[config.mk]
export PLATFORM = sky130hd
export DESIGN_NAME = slc3_fetch_unit
export DESIGN_NICKNAME = d
export VERILOG_FILES = /design/src/rtl/slc3_fetch_pkg.sv /design/src/rtl/slc3_fetch_unit_edge_detect.sv /design/src/rtl/slc3_fetch_unit.sv
export SDC_FILE = /design/constraint.sdc
export NUM_CORES = 1
export LEC_CHECK = 0
export CAP_MARGIN = 30
export CORE_MARGIN = 2
export CORE_UTILIZATION = 40
export CTS_BUF_LIST = sky130_fd_sc_hd__clkbuf_8
export DETAILED_ROUTE_END_ITERATION = 8
export PLACE_DENSITY_LB_ADDON = 0.12
export SYNTH_ARGS = -nofsm -noshare
export SYNTH_HDL_FRONTEND = slang
export SYNTH_HIERARCHICAL = 1
export SYNTH_SLANG_ARGS = --single-unit
[constraint.sdc]
create_clock -name clk -period 2.95 [get_ports clk]
set_input_delay 0.59 -clock clk [delete_from_list [all_inputs] [get_ports clk]]
set_output_delay 0.59 -clock clk [all_outputs]
set_load 0.05 [all_outputs]
[src/rtl/slc3_fetch_pkg.sv]
// Shared types for the SLC-3 fetch engine.
//   fetch_state_t : fetch FSM state encoding
//   FETCH_CNT_W   : width of the completed-fetch counter
package slc3_fetch_pkg;

    typedef enum logic [2:0] {
        HALTED,
        S_MAR,
        S_MEM,
        S_IR,
        S_PAUSE
    } fetch_state_t;

    localparam int FETCH_CNT_W = 16;

endpackage

[src/rtl/slc3_fetch_unit_edge_detect.sv]
// 1-bit rising-edge detector.
//   clk, reset : clock and asynchronous active-high reset
//   i_x        : level input
//   o_edge     : high while i_x is high and was low on the previous clock edge
// The delay flop clears to 0, so an input that is already high when reset
// releases reports an edge during the first cycle.
module slc3_edge_detect (
    input  logic clk,
    input  logic reset,
    input  logic i_x,
    output logic o_edge
);

    logic r_q;

    always_ff @(posedge clk or posedge reset) begin
        if (reset) begin
            r_q <= 1'b0;
        end else begin
            r_q <= i_x;
        end
    end

    assign o_edge = i_x & ~r_q;

endmodule

[src/rtl/slc3_fetch_unit.sv]
// SLC-3 instruction-fetch engine: PC/MAR/MDR/IR registers and fetch FSM.
//   clk, reset          : clock, asynchronous active-high reset
//   run_i               : rising edge starts fetching from HALTED
//   continue_i          : rising edge resumes from S_PAUSE
//   mem_rdata           : memory read data, taken on the last S_MEM cycle
//   mem_addr, mem_wdata : MAR and MDR
//   mem_mem_ena         : high in every S_MEM cycle
//   mem_wr_ena          : tied low, this block only reads
//   ir_o, led_o, hex_display_debug : instruction register
//   pc_o                : program counter (wraps modulo 2**ADDR_WIDTH)
//   busy_o              : high in S_MAR / S_MEM / S_IR
//   fetch_count_o       : completed fetches, saturating
// MEM_WAIT must lie in 1..15; it sets how many cycles S_MEM lasts.
module slc3_fetch_unit
    import slc3_fetch_pkg::*;
#(
    parameter int                    DATA_WIDTH = 16,
    parameter int                    ADDR_WIDTH = 16,
    parameter logic [ADDR_WIDTH-1:0] RESET_PC   = '0,
    parameter int                    MEM_WAIT   = 1,
    parameter int                    PAUSE_EN   = 1
) (
    input  logic                   clk,
    input  logic                   reset,
    input  logic                   run_i,
    input  logic                   continue_i,
    input  logic [DATA_WIDTH-1:0]  mem_rdata,
    output logic [ADDR_WIDTH-1:0]  mem_addr,
    output logic [DATA_WIDTH-1:0]  mem_wdata,
    output logic                   mem_mem_ena,
    output logic                   mem_wr_ena,
    output logic [DATA_WIDTH-1:0]  ir_o,
    output logic [ADDR_WIDTH-1:0]  pc_o,
    output logic [DATA_WIDTH-1:0]  led_o,
    output logic [DATA_WIDTH-1:0]  hex_display_debug,
    output logic                   busy_o,
    output logic [FETCH_CNT_W-1:0] fetch_count_o
);

    localparam logic [3:0] WAIT_INIT = 4'(MEM_WAIT - 1);

    function automatic logic [FETCH_CNT_W-1:0] sat_inc(input logic [FETCH_CNT_W-1:0] v);
        return (v == '1) ? v : v + FETCH_CNT_W'(1);
    endfunction

    fetch_state_t            r_state;
    fetch_state_t            w_next_state;
    logic [ADDR_WIDTH-1:0]   r_pc;
    logic [ADDR_WIDTH-1:0]   r_mar;
    logic [DATA_WIDTH-1:0]   r_mdr;
    logic [DATA_WIDTH-1:0]   r_ir;
    logic [FETCH_CNT_W-1:0]  r_fetch_count;
    logic [3:0]              r_wait;
    logic                    w_run_edge;
    logic                    w_cont_edge;

    slc3_edge_detect u_run_edge (
        .clk    (clk),
        .reset  (reset),
        .i_x    (run_i),
        .o_edge (w_run_edge)
    );

    slc3_edge_detect u_cont_edge (
        .clk    (clk),
        .reset  (reset),
        .i_x    (continue_i),
        .o_edge (w_cont_edge)
    );

    always_ff @(posedge clk or posedge reset) begin
        if (reset) begin
            r_state <= HALTED;
        end else begin
            r_state <= w_next_state;
        end
    end

    // Edges seen outside HALTED/S_PAUSE are simply not looked at, so they
    // are lost rather than remembered. In S_PAUSE only continue matters,
    // which makes continue win over a simultaneous run.
    always_comb begin
        w_next_state = r_state;
        case (r_state)
            HALTED:  if (w_run_edge) w_next_state = S_MAR;
            S_MAR:   w_next_state = S_MEM;
            S_MEM:   if (r_wait == 4'd0) w_next_state = S_IR;
            S_IR:    w_next_state = (PAUSE_EN != 0) ? S_PAUSE : S_MAR;
            S_PAUSE: if (w_cont_edge) w_next_state = S_MAR;
            default: w_next_state = HALTED;
        endcase
    end

    always_ff @(posedge clk or posedge reset) begin
        if (reset) begin
            r_pc          <= RESET_PC;
            r_mar         <= '0;
            r_mdr         <= '0;
            r_ir          <= '0;
            r_fetch_count <= '0;
            r_wait        <= 4'd0;
        end else begin
            case (r_state)
                S_MAR: begin
                    // Fetch from the current PC and post-increment it.
                    r_mar  <= r_pc;
                    r_pc   <= r_pc + ADDR_WIDTH'(1);
                    r_wait <= WAIT_INIT;
                end
                S_MEM: begin
                    if (r_wait != 4'd0) begin
                        r_wait <= r_wait - 4'd1;
                    end else begin
                        r_mdr <= mem_rdata;
                    end
                end
                S_IR: begin
                    r_ir          <= r_mdr;
                    r_fetch_count <= sat_inc(r_fetch_count);
                end
                default: begin
                end
            endcase
        end
    end

    assign mem_addr          = r_mar;
    assign mem_wdata         = r_mdr;
    assign mem_mem_ena       = (r_state == S_MEM);
    assign mem_wr_ena        = 1'b0;
    assign ir_o              = r_ir;
    assign pc_o              = r_pc;
    assign led_o             = r_ir;
    assign hex_display_debug = r_ir;
    assign busy_o            = (r_state == S_MAR) || (r_state == S_MEM) || (r_state == S_IR);
    assign fetch_count_o     = r_fetch_count;

endmodule

==> results of run 1 <==
-- state kept, by name, summed over array words and instances (netlist names), 3 cells and up --
name and flops:
hex_display_debug 16, mem_wdata 16, r_state 3, r_wait 4
fetch_count_o 16, pc_o 16, mem_addr 16
-- kinds of logic after synthesis --
group / count (synthesis)
compound gates: 7
xor+xnor: 29
fa+ha+maj: 4
buf+inv: 53
flops: 89
mux: 20
other cells: 1
simple gates: 180
-- power groups by stage --
| stage | clock, W | combinational [W] | sequential [W] |
|---|---|---|---|
| floorplan | 0 | 0.00181 | 0.00290 |
| global placement | 0 | 0.00374 | 0.00191 |
| detailed placement | 0 | 0.00376 | 0.00193 |
| CTS | 0.000912 | 0.00377 | 0.00191 |
| global route | 0.000960 | 0.00390 | 0.00197 |
| finish | 0.000883 | 0.00372 | 0.00190 |
-- per-stage QoR --
| step | util [%] | cell area, sq um | hold slack, ns | std cells |
|---|---|---|---|---|
| final | 56.08 | 5482 | 0.4398 | 623 |
| after global routing | 56.08 | 5482 | 0.4397 | 623 |
| after CTS | 56.05 | 5479 | 0.4214 | 623 |
| after detailed placement | 53.85 | 5264 | 0.4654 | 607 |
| after global placement | 53.85 | 5264 | 0.4607 | 607 |
| after floorplan | - | 4033 | 0.3187 | 383 |
-- worst paths after layout --
check | start | end | slack, ns | cells after the start
min in group clk | mem_addr[11] | mem_addr[11] | 0.48 | 2
worst max register to register | r_state[2] | fetch_count_o[13] | 0.91 | 4
worst max-delay path | r_state[0] | busy_o | 0.43 | 3
worst min-delay path | reset | u_cont_edge/r_q | 0.44 | 2
max in group asynchronous | reset | fetch_count_o[15] | 1.59 | 3
worst min register to register | mem_addr[11] | mem_addr[11] | 0.48 | 2
-- layout make-up --
| type | count | area [sq um] | area share (%) |
|---|---|---|---|
| Inverter | 8 | 31.28 | 0.5706 |
| Clock buffer | 12 | 165.2 | 3.013 |
| Timing Repair Buffer | 136 | 1369 | 24.97 |
| Clock inverter | 4 | 50.05 | 0.9130 |
| Multi-Input combinational cell | 241 | 1473 | 26.87 |
| Tap cell | 133 | 166.4 | 3.036 |
| Sequential cell | 89 | 2227 | 40.63 |
-- layout by cell type (no fill, tap or decap), types with 4 or more instances in the layout --
cell	n
clkdlybuf4s50_1	132
nand2_1	109
dfrtp_1	89
mux2_2	19
xor2_1	18
nor2_1	16
nand4_1	12
clkbuf_8	12
xnor2_1	11
nand3_1	9
nor3_1	9
inv_1	7
o21ai_0	5
ha_1	4
-- metal layers --
metal,global-route usage [%],up-vias
met1,20.89,1422
li1,-,1417
met4,5.502,0
met3,4.449,6
met2,26.66,90
met5,0,-
==> results_dict.tcl, run 1 <==
set metrics [dict create \
    status "finished, final reports clean" \
    setup_tns_ns 0 \
    antenna_found_initial 0 \
    first_iter_violations 154 \
    muxShareOfSynthArea_pct 5.554 \
    ir_drop_uv 597.6 \
    htreeDepth 3 \
    fillers 889 \
    cp.arrival_ns 1.93 \
    design.die.area_sq_um 10900 \
    postCtsSetupBuffers 0 \
    p_int_w 0.003236 \
    seqPwrFrac_pct 29.2 \
    synthAdderAreaFrac_pct 1.241 \
    slew_headroom_pct 57.09 \
    synth_xor_area_share_pct 6.298 \
    synth_top_area_share_pct 55.23 \
    path_clk_slew_ns 0.09 \
    grt_pass1_vias 2840 \
    swShare_pct 50.30 \
    fp.dieH_um 104.4 \
    synth-simple-area-share_pct 22.31 \
    route.met3.wl_um 538 \
    drv_slew 0 \
    path_max_fanout 8 \
    async_reset_ff_share_pct 100.0 \
    ys_seq_elements 89 \
    synthDistinctLibCells 37 \
    die_w_um 104.4 \
    tightest_slew_ns 0.6429 \
    numCtsBuffers 9 \
    yosysMostFrequentCell "nand2_1" \
    path_delay_family "buffers and inverters" \
    p_comb_share_pct 57.2 \
    skew_ns 0.009725 \
    fin_nets 509 \
    grt_usage_pct 16.30 \
    slowest_delay_ns 0.85 \
    grt_overflow_total 0 \
    hold_viol 0 \
    start_kind "flop" \
    path_buf_inv 1 \
    clock_power_share_pct 13.6 \
    ant_nets 0 \
    dp_slack_ns 0.4832 \
    synth_edf_count 0 \
    setup_viol 0 \
    period_share_pct 85.51 \
    synthTopCellsByCount "nand2_1, dfrtp_1, buf_4" \
    area_growth_pct 35.93 \
    p_sw_w 0.003275 \
    p_leak_nw 2.534 \
    cp_common_cell "nor2_1" \
    yosysWarnings 6 \
    cts_resized 0 \
    fin_crit_ns 2.522 \
    synth.avg_cell_area_sq_um 10.53 \
    crit_chain "nor2_1, nor2_1, clkdlybuf4s50_1" \
    power.total_w 0.006511 \
    vias 2935 \
    grt_pass1_wl_um 14210 \
    wl_met1_um 3955 \
    cts_buffer_depth 2 \
    rsz0062_at_grt "no" \
    crit_slowest_cell "clkdlybuf4s50_1" \
    dr.pass1.iters 4 \
    netlist_area_sq_um 4033 \
    synthTopCellsByArea "dfrtp_1, nand2_1, buf_4" \
    grt_max_degree 53 \
    route.top_layer_used "met4" \
    hold_path.class "in2async" \
    synth_top_cell_by_area "dfrtp_1" \
    clkSinkCount 89 \
    hpwlAfterDp_um 6067 \
    start_util_pct 41.26 \
    synth_cells 383 \
    drive_above_1_share_pct 11.22 \
    place.gp.congestion 0.7813 \
    antenna-diode-count 0 \
    io_pins 135 \
    cts-root-buf "clkbuf_8" \
    max_freq_mhz 396.4 \
    io_buffers 133 \
    synth_compound_gate_area_share_pct 0.8998 \
    seq_area_frac_synth_pct 55.23 \
    crit_path_end_kind "primary output" \
    drc 0 \
    vias_per_cell 4.711 \
    core_sq_um 9774 \
    synth_top_flop_cell "dfrtp_1" \
    drv_cap 0 \
    clock_latency_ns 0.36 \
    cts_hold_buf 0 \
    setup_ws_ns 0.4276 \
    cts_tree "yes" \
    routed-wl-met2_um 4092 \
    wl_um 8678 \
    syn_nets 407 \
    routedWlPerCell_um 13.93 \
    power_density_nw_per_um2 1188 \
    synth_top_family_by_area "simple AND/OR/NAND/NOR gates" \
    critical_path_required_ns 2.36 \
    path_class "reg2out" \
    num_rows 36 \
]
Note: power is estimated with default switching activity, not from simulation.
==> run 2, diff against run 1 <==
--- a/config.mk
+++ b/config.mk
@@ -10,6 +10,7 @@
 export CORE_UTILIZATION = 40
 export CTS_BUF_LIST = sky130_fd_sc_hd__clkbuf_8
 export DETAILED_ROUTE_END_ITERATION = 8
+export GPL_ROUTABILITY_DRIVEN = 0
 export PLACE_DENSITY_LB_ADDON = 0.12
 export SYNTH_ARGS = -nofsm -noshare
 export SYNTH_HDL_FRONTEND = slang
==> results of run 2 <==
Final layout, timing and power as in run 1 (identical DEF).
